### config.mk
export PLATFORM = sky130hd
export DESIGN_NAME = switch_event_scheduler_flat
export DESIGN_NICKNAME = d
export VERILOG_FILES = /design/src/rtl/switch_event_scheduler_pkg.sv /design/src/rtl/switch_event_scheduler_if.sv /design/src/rtl/switch_event_scheduler_rr_arbiter.sv /design/src/rtl/switch_event_scheduler.sv /design/src/flat_wrapper.sv
export SDC_FILE = /design/constraint.sdc
export NUM_CORES = 1
export LEC_CHECK = 0
export ABC_AREA = 1
export CELL_PAD_IN_SITES_DETAIL_PLACEMENT = 0
export CELL_PAD_IN_SITES_GLOBAL_PLACEMENT = 1
export CORE_AREA = 2 2 75 84
export DETAILED_ROUTE_END_ITERATION = 10
export DIE_AREA = 0 0 77 86
export GPL_TIMING_DRIVEN = 0
export PLACE_DENSITY_LB_ADDON = 0.1
export SLEW_MARGIN = 40
export SYNTH_ARGS = -nofsm -noshare
export SYNTH_HDL_FRONTEND = slang
export SYNTH_SLANG_ARGS = --single-unit
### constraint.sdc
create_clock -name i_Clk -period 3.1 [get_ports i_Clk]
set_input_delay 0.62 -clock i_Clk [delete_from_list [all_inputs] [get_ports i_Clk]]
set_output_delay 0.62 -clock i_Clk [all_outputs]
set_load 0.005 [all_outputs]
### src/rtl/switch_event_scheduler_pkg.sv
// Shared types and constants for the switch event scheduler.
// Defaults target a 25 MHz board: 0.5 s LED on, 0.1 s dark gap.
package switch_sched_pkg;

   typedef enum logic [1:0] {
      IDLE = 2'd0,
      SHOW = 2'd1,
      GAP  = 2'd2
   } state_e;

   localparam int unsigned DEF_NUM_SW       = 4;
   localparam int unsigned DEF_BLINK_CYCLES = 12500000;
   localparam int unsigned DEF_GAP_CYCLES   = 2500000;

   // Counter must hold the larger of the two interval loads; never narrower than 1 bit.
   function automatic int unsigned cnt_width(int unsigned blink, int unsigned gap);
      int unsigned m;
      m = 2;
      if (blink > m) m = blink;
      if (gap > m) m = gap;
      return $clog2(m);
   endfunction

endpackage

### src/rtl/switch_event_scheduler_if.sv
// Switch/LED bundle between the debounce stage, the scheduler and the board LEDs.
interface switch_event_scheduler_if #(
   parameter int unsigned NUM_SW = 4
);
   localparam int unsigned ID_W = $clog2(NUM_SW);

   logic [NUM_SW-1:0] i_Switch;
   logic [NUM_SW-1:0] o_LED;
   logic              o_Busy;
   logic [ID_W-1:0]   o_Grant_Id;
   logic              o_Drop;

   modport master (
      output i_Switch,
      input  o_LED,
      input  o_Busy,
      input  o_Grant_Id,
      input  o_Drop
   );

   modport slave (
      input  i_Switch,
      output o_LED,
      output o_Busy,
      output o_Grant_Id,
      output o_Drop
   );

endinterface

### src/rtl/switch_event_scheduler_rr_arbiter.sv
// Combinational round-robin pick: first set request searching upward from i_Last+1 with wrap.
module rr_arbiter #(
   parameter int unsigned NUM_SW = 4
) (
   input  logic [NUM_SW-1:0]         i_Req,
   input  logic [$clog2(NUM_SW)-1:0] i_Last,
   output logic                      o_Valid,
   output logic [$clog2(NUM_SW)-1:0] o_Next
);
   localparam int unsigned ID_W = $clog2(NUM_SW);

   logic [ID_W-1:0] w_Idx;

   // Walk offsets from farthest to nearest so the nearest hit is the last write.
   always_comb begin
      o_Valid = 1'b0;
      o_Next  = i_Last;
      w_Idx   = '0;
      for (int i = int'(NUM_SW); i >= 1; i--) begin
         w_Idx = ID_W'((int'(i_Last) + i) % int'(NUM_SW));
         if (i_Req[w_Idx]) begin
            o_Valid = 1'b1;
            o_Next  = w_Idx;
         end
      end
   end

endmodule

### src/rtl/switch_event_scheduler.sv
// Turns switch releases into pending events and serves them round-robin on one LED slot:
// LED on for BLINK_CYCLES, then dark for GAP_CYCLES, then one IDLE cycle before the next grant.
module switch_event_scheduler
   import switch_sched_pkg::*;
#(
   parameter int unsigned NUM_SW       = DEF_NUM_SW,
   parameter int unsigned BLINK_CYCLES = DEF_BLINK_CYCLES,
   parameter int unsigned GAP_CYCLES   = DEF_GAP_CYCLES
) (
   input  logic                     i_Clk,
   input  logic                     i_Rst_L,
   switch_event_scheduler_if.slave  io_Bus
);
   localparam int unsigned ID_W       = $clog2(NUM_SW);
   localparam int unsigned CNT_W      = cnt_width(BLINK_CYCLES, GAP_CYCLES);
   localparam int unsigned BLINK_LOAD = (BLINK_CYCLES > 0) ? BLINK_CYCLES - 1 : 0;
   localparam int unsigned GAP_LOAD   = (GAP_CYCLES > 0) ? GAP_CYCLES - 1 : 0;

   state_e            r_State, w_State_Nxt;
   logic [CNT_W-1:0]  r_Cnt, w_Cnt_Nxt;
   logic [ID_W-1:0]   r_Grant_Id, w_Grant_Nxt;
   logic [NUM_SW-1:0] r_LED, w_LED_Nxt;
   logic              r_Busy, w_Busy_Nxt;
   logic [NUM_SW-1:0] r_Prev, r_Pend, w_Pend_Nxt;
   logic              r_Drop, w_Drop_Nxt;

   logic [NUM_SW-1:0] w_Rel, w_Clr, w_Arb_Onehot;
   logic              w_Arb_Valid;
   logic [ID_W-1:0]   w_Arb_Next;

   rr_arbiter #(
      .NUM_SW (NUM_SW)
   ) u_arb (
      .i_Req   (r_Pend),
      .i_Last  (r_Grant_Id),
      .o_Valid (w_Arb_Valid),
      .o_Next  (w_Arb_Next)
   );

   assign w_Rel        = r_Prev & ~io_Bus.i_Switch;
   assign w_Arb_Onehot = NUM_SW'(1) << w_Arb_Next;

   always_comb begin
      w_State_Nxt = r_State;
      w_Cnt_Nxt   = r_Cnt;
      w_Grant_Nxt = r_Grant_Id;
      w_LED_Nxt   = r_LED;
      w_Busy_Nxt  = r_Busy;
      w_Clr       = '0;
      unique case (r_State)
         IDLE: begin
            if (w_Arb_Valid) begin
               w_State_Nxt = SHOW;
               w_Cnt_Nxt   = CNT_W'(BLINK_LOAD);
               w_Grant_Nxt = w_Arb_Next;
               w_Clr       = w_Arb_Onehot;
               w_LED_Nxt   = w_Arb_Onehot;
               w_Busy_Nxt  = 1'b1;
            end
         end
         SHOW: begin
            if (r_Cnt == '0) begin
               w_LED_Nxt = '0;
               if (GAP_CYCLES > 0) begin
                  w_State_Nxt = GAP;
                  w_Cnt_Nxt   = CNT_W'(GAP_LOAD);
               end else begin
                  w_State_Nxt = IDLE;
                  w_Busy_Nxt  = 1'b0;
               end
            end else begin
               w_Cnt_Nxt = r_Cnt - CNT_W'(1);
            end
         end
         GAP: begin
            if (r_Cnt == '0) begin
               w_State_Nxt = IDLE;
               w_Busy_Nxt  = 1'b0;
            end else begin
               w_Cnt_Nxt = r_Cnt - CNT_W'(1);
            end
         end
         default: begin
            w_State_Nxt = IDLE;
            w_LED_Nxt   = '0;
            w_Busy_Nxt  = 1'b0;
         end
      endcase
   end

   // A release on the bit being granted this edge re-pends it and is not a drop.
   assign w_Pend_Nxt = (r_Pend & ~w_Clr) | w_Rel;
   assign w_Drop_Nxt = |(w_Rel & r_Pend & ~w_Clr);

   always_ff @(posedge i_Clk or negedge i_Rst_L) begin
      if (!i_Rst_L) begin
         r_State    <= IDLE;
         r_Cnt      <= '0;
         r_Grant_Id <= ID_W'(NUM_SW - 1);
         r_LED      <= '0;
         r_Busy     <= 1'b0;
         r_Prev     <= '0;
         r_Pend     <= '0;
         r_Drop     <= 1'b0;
      end else begin
         r_State    <= w_State_Nxt;
         r_Cnt      <= w_Cnt_Nxt;
         r_Grant_Id <= w_Grant_Nxt;
         r_LED      <= w_LED_Nxt;
         r_Busy     <= w_Busy_Nxt;
         r_Prev     <= io_Bus.i_Switch;
         r_Pend     <= w_Pend_Nxt;
         r_Drop     <= w_Drop_Nxt;
      end
   end

   assign io_Bus.o_LED      = r_LED;
   assign io_Bus.o_Busy     = r_Busy;
   assign io_Bus.o_Grant_Id = r_Grant_Id;
   assign io_Bus.o_Drop     = r_Drop;

endmodule

### src/flat_wrapper.sv
// flat-port wrapper written by rule: the top's interface ports become plain ports
module switch_event_scheduler_flat import switch_sched_pkg::*;
#(
   parameter int unsigned NUM_SW       = DEF_NUM_SW,
   parameter int unsigned BLINK_CYCLES = DEF_BLINK_CYCLES,
   parameter int unsigned GAP_CYCLES   = DEF_GAP_CYCLES
)
  (i_Clk, i_Rst_L, io_Bus_i_Switch, io_Bus_o_LED, io_Bus_o_Busy, io_Bus_o_Grant_Id, io_Bus_o_Drop);
  switch_event_scheduler_if #(.NUM_SW(NUM_SW)) io_Bus_i ();
  input  logic i_Clk;
  input  logic i_Rst_L;
  input wire logic [$bits(io_Bus_i.i_Switch)-1:0] io_Bus_i_Switch;
  output wire logic [$bits(io_Bus_i.o_LED)-1:0] io_Bus_o_LED;
  output wire logic [$bits(io_Bus_i.o_Busy)-1:0] io_Bus_o_Busy;
  output wire logic [$bits(io_Bus_i.o_Grant_Id)-1:0] io_Bus_o_Grant_Id;
  output wire logic [$bits(io_Bus_i.o_Drop)-1:0] io_Bus_o_Drop;
  assign io_Bus_i.i_Switch = io_Bus_i_Switch;
  assign io_Bus_o_LED = io_Bus_i.o_LED;
  assign io_Bus_o_Busy = io_Bus_i.o_Busy;
  assign io_Bus_o_Grant_Id = io_Bus_i.o_Grant_Id;
  assign io_Bus_o_Drop = io_Bus_i.o_Drop;
  switch_event_scheduler #(.NUM_SW(NUM_SW), .BLINK_CYCLES(BLINK_CYCLES), .GAP_CYCLES(GAP_CYCLES)) u_core (.i_Clk(i_Clk), .i_Rst_L(i_Rst_L), .io_Bus(io_Bus_i));
endmodule
==> impl_metrics.py <==
metrics = {
    "route": {
        "drt-total-wl_um": 6240,
        "wl_per_cell_um": 13.4,
        "firstDrtPassIters": 4,
        "first_iter_violations": 64,
        "vias": 2359,
        "drc": 0,
        "ant_nets": 0,
        "viasPerCell": 5.07,
    },
    "flow_run": {
        "max_cap_viol_count": 0,
    },
    "logic_synthesis": {
        "synth_ff_type": "dfrtp_1",
        "synthDistinctLibCells": 37,
        "ys_top_cells_by_area": "dfrtp_1 37%, nand2_1 13%, inv_1 7.6%, nand3_1 5.2%, nor2_1 4.5%",
        "synth_xor_area_share_pct": 3.57,
        "synthCells": 366,
        "synth_common_cells": "93 x nand2_1, 55 x inv_1, 40 x dfrtp_1, 32 x nor2_1, 28 x nand3_1",
        "synth_most_common_cell": "nand2_1",
        "synth_edf_count": 0,
        "synth-seq-cells": 42,
        "synthMuxAreaShare_pct": 0,
        "synth-async-reset-ratio_pct": 100,
        "synth_simple_gate_area_share_pct": 33.0,
        "synth_top_family_by_area": "simple AND/OR/NAND/NOR gates",
        "yosysTopAreaCellShare_pct": 37.1,
        "seq_area_frac_synth_pct": 39.0,
        "synth-compound-area-share_pct": 11.4,
        "synth_nets": 378,
        "synth_top_area_cell": "dfrtp_1",
        "syn_area_um2": 2700,
        "syn_avg_cell_area_um2": 7.37,
        "synthAdderAreaFrac_pct": 2.78,
        "yosysWarnings": 0,
    },
    "setup_path": {
        "cp-end-kind": "register",
        "start_kind": "register",
        "max_stage_delay_ns": 0.42,
        "critPathRequiredTime_ns": 3.31,
        "path_cells": "inv_1 > ha_1 > nand4_1 > nand2_1 > inv_2 > nand3_2 > nor2_4 > nand3_1 > nand2_1 > inv_1",
        "critPathKind": "register to register",
        "crit_buf_inv": 3,
        "worst_path_max_delay_cell": "dfrtp_1",
        "cp_top_family": "simple AND/OR/NAND/NOR gates",
        "arrival_ns": 2.23,
        "cp_max_fo": 10,
    },
    "floorplan": {
        "start_util_pct": 47.1,
        "die_area_um2": 6620,
        "die_y_um": 86,
        "io_pins": 14,
        "die_w_um": 77,
        "fp-row-count": 29,
        "core_um2": 5730,
    },
    "timing": {
        "maxSlewHeadroom_pct": 75.2,
        "clock_skew_ns": 0.0157,
        "min_period_ns": 2.02,
        "fmax_ghz": 0.494,
        "tns_ns": 0,
        "slew_violations": 0,
        "min_period_over_period_pct": 65.3,
        "whs_ns": 0.157,
        "grt_setup_unrepaired": "no",
        "worst_pin_slew_ns": 0.371,
        "setup_violations": 0,
        "hold_viol": 0,
    },
    "cells_and_area": {
        "area_growth_pct": 12.5,
        "nets": 399,
        "fin_util_pct": 52.9,
        "layout-drive-gt1-share_pct": 12.9,
        "diodes": 0,
        "stdcell_area_um2": 3040,
        "nFillCells": 608,
    },
    "grt": {
        "grt_pass1_vias": 2249,
        "grt_pass1_wl_um": 10700,
        "grt_max_degree": 29,
        "antenna_found_initial": 0,
        "track_usage_pct": 20.5,
        "grt_overflow": 0,
    },
    "cts": {
        "ctsHoldBuffers": 0,
        "numClockSinks": 42,
        "worstSkewPairLatency_ns": 0.30,
        "clock-root-buffer": "clkbuf_8",
        "post_cts_resize_count": 0,
        "htree_levels": 2,
        "post-cts-setup-buffers": 0,
        "clkTransAtPathRegs_ns": 0.10,
        "cts_made_buffers": 5,
        "cts.path.max_buffers": 2,
        "cts_tree": "built",
    },
    "place": {
        "port_buffers": 13,
        "post_dp_cell_area_um2": 2940,
        "routabilityCongestion": 0.841,
        "hpwlAfterDp_um": 4850,
    },
    "power_and_ir_drop": {
        "peakVddDrop_v": 0.000185,
        "leakage_nw": 1.49,
        "power_density_nw_per_um2": 316,
        "power_uw": 958,
    },
    "status": {
        "status": "finished clean",
    },
    "hold_path": {
        "min_path_type": "input port to asynchronous set/reset pin",
    },
}
[metal layers]
| layer | wire length, µm | global-route usage [%] |
|---|---|---|
| met2 | 3140 | 36.4 |
| met5 | 0 | 0 |
| met1 | 2770 | 24.6 |
| met4 | 171 | 8.44 |
| met3 | 147 | 3.47 |
[cells by family (layout without fill, tap and decap cells)]
group | after synthesis | after routing
AO/OA/AOI/OAI | 50 | 50
XOR/XNOR | 11 | 11
adder cells (fa/ha/maj) | 6 | 6
buffers and inverters | 68 | 90
flip-flops | 42 | 42
AND/OR/NAND/NOR | 189 | 189
[path summary, 6_finish.rpt]
path                                        start                          end  slack [ns]  cells past startpoint
worst max register to register  u_core.r_State[0]             u_core.r_Cnt[21]        1.08                     10
worst min register to register   u_core.r_Prev[1]             u_core.r_Pend[1]        0.49                      2
min in group i_Clk               u_core.r_Prev[1]             u_core.r_Pend[1]        0.49                      2
worst min-delay path                      i_Rst_L             u_core.r_Pend[1]        0.16                      1
worst max-delay path            u_core.r_State[0]             u_core.r_Cnt[21]        1.08                     10
max in group asynchronous                 i_Rst_L  u_core.io_Bus.o_Grant_Id[1]        2.44                      2
[state kept, by name (all words and copies together), names as in the netlist]
register	count
u_core.r_Pend	4
u_core.r_Cnt	24
u_core.r_State	2
u_core.io_Bus.o_Busy	1
u_core.io_Bus.o_LED	4
u_core.io_Bus.o_Grant_Id	2
u_core.r_Prev	4
u_core.io_Bus.o_Drop	1
[cells in the final DEF (no fill, tap or decap), types with 4 or more instances in the layout]
master	count
nand2_1	93
inv_1	55
dfrtp_1	40
nor2_1	32
nand3_1	28
o21ai_1	13
o21ai_0	13
clkdlybuf4s50_1	12
xor2_1	9
nor2_2	7
nand4_1	7
a21oi_1	7
nor3_1	6
a22oi_1	6
ha_1	6
inv_2	5
clkbuf_8	5
nor2_4	4
a21oi_2	4
[final cells by class]
| type | count | area [µm²] | area share (%) |
|---|---|---|---|
| multi-input cells | 256 | 1370 | 45.1 |
| plain buffers | 4 | 35.0 | 1.15 |
| inverters | 64 | 243 | 8.00 |
| well taps | 77 | 96.3 | 3.17 |
| clock inverters | 3 | 23.8 | 0.783 |
| flip-flops and latches | 42 | 1050 | 34.7 |
| repair buffers | 14 | 148 | 4.86 |
| clock buffers | 5 | 68.8 | 2.27 |
[power breakdown]
part           switching [mW]  internal (mW)  total (mW)
sequential           0.000972          0.551       0.552
clock                   0.215          0.161       0.376
combinational          0.0175         0.0126      0.0301
total                   0.233          0.725       0.958
[through the flow]
step,setup slack [ns],std cells
final,1.08,465
after global routing,0.874,465
after CTS,1.05,465
after detailed placement,1.05,457
after global placement,0.230,456
after floorplan,1.48,366
Note: power is estimated with default switching activity, not from simulation.
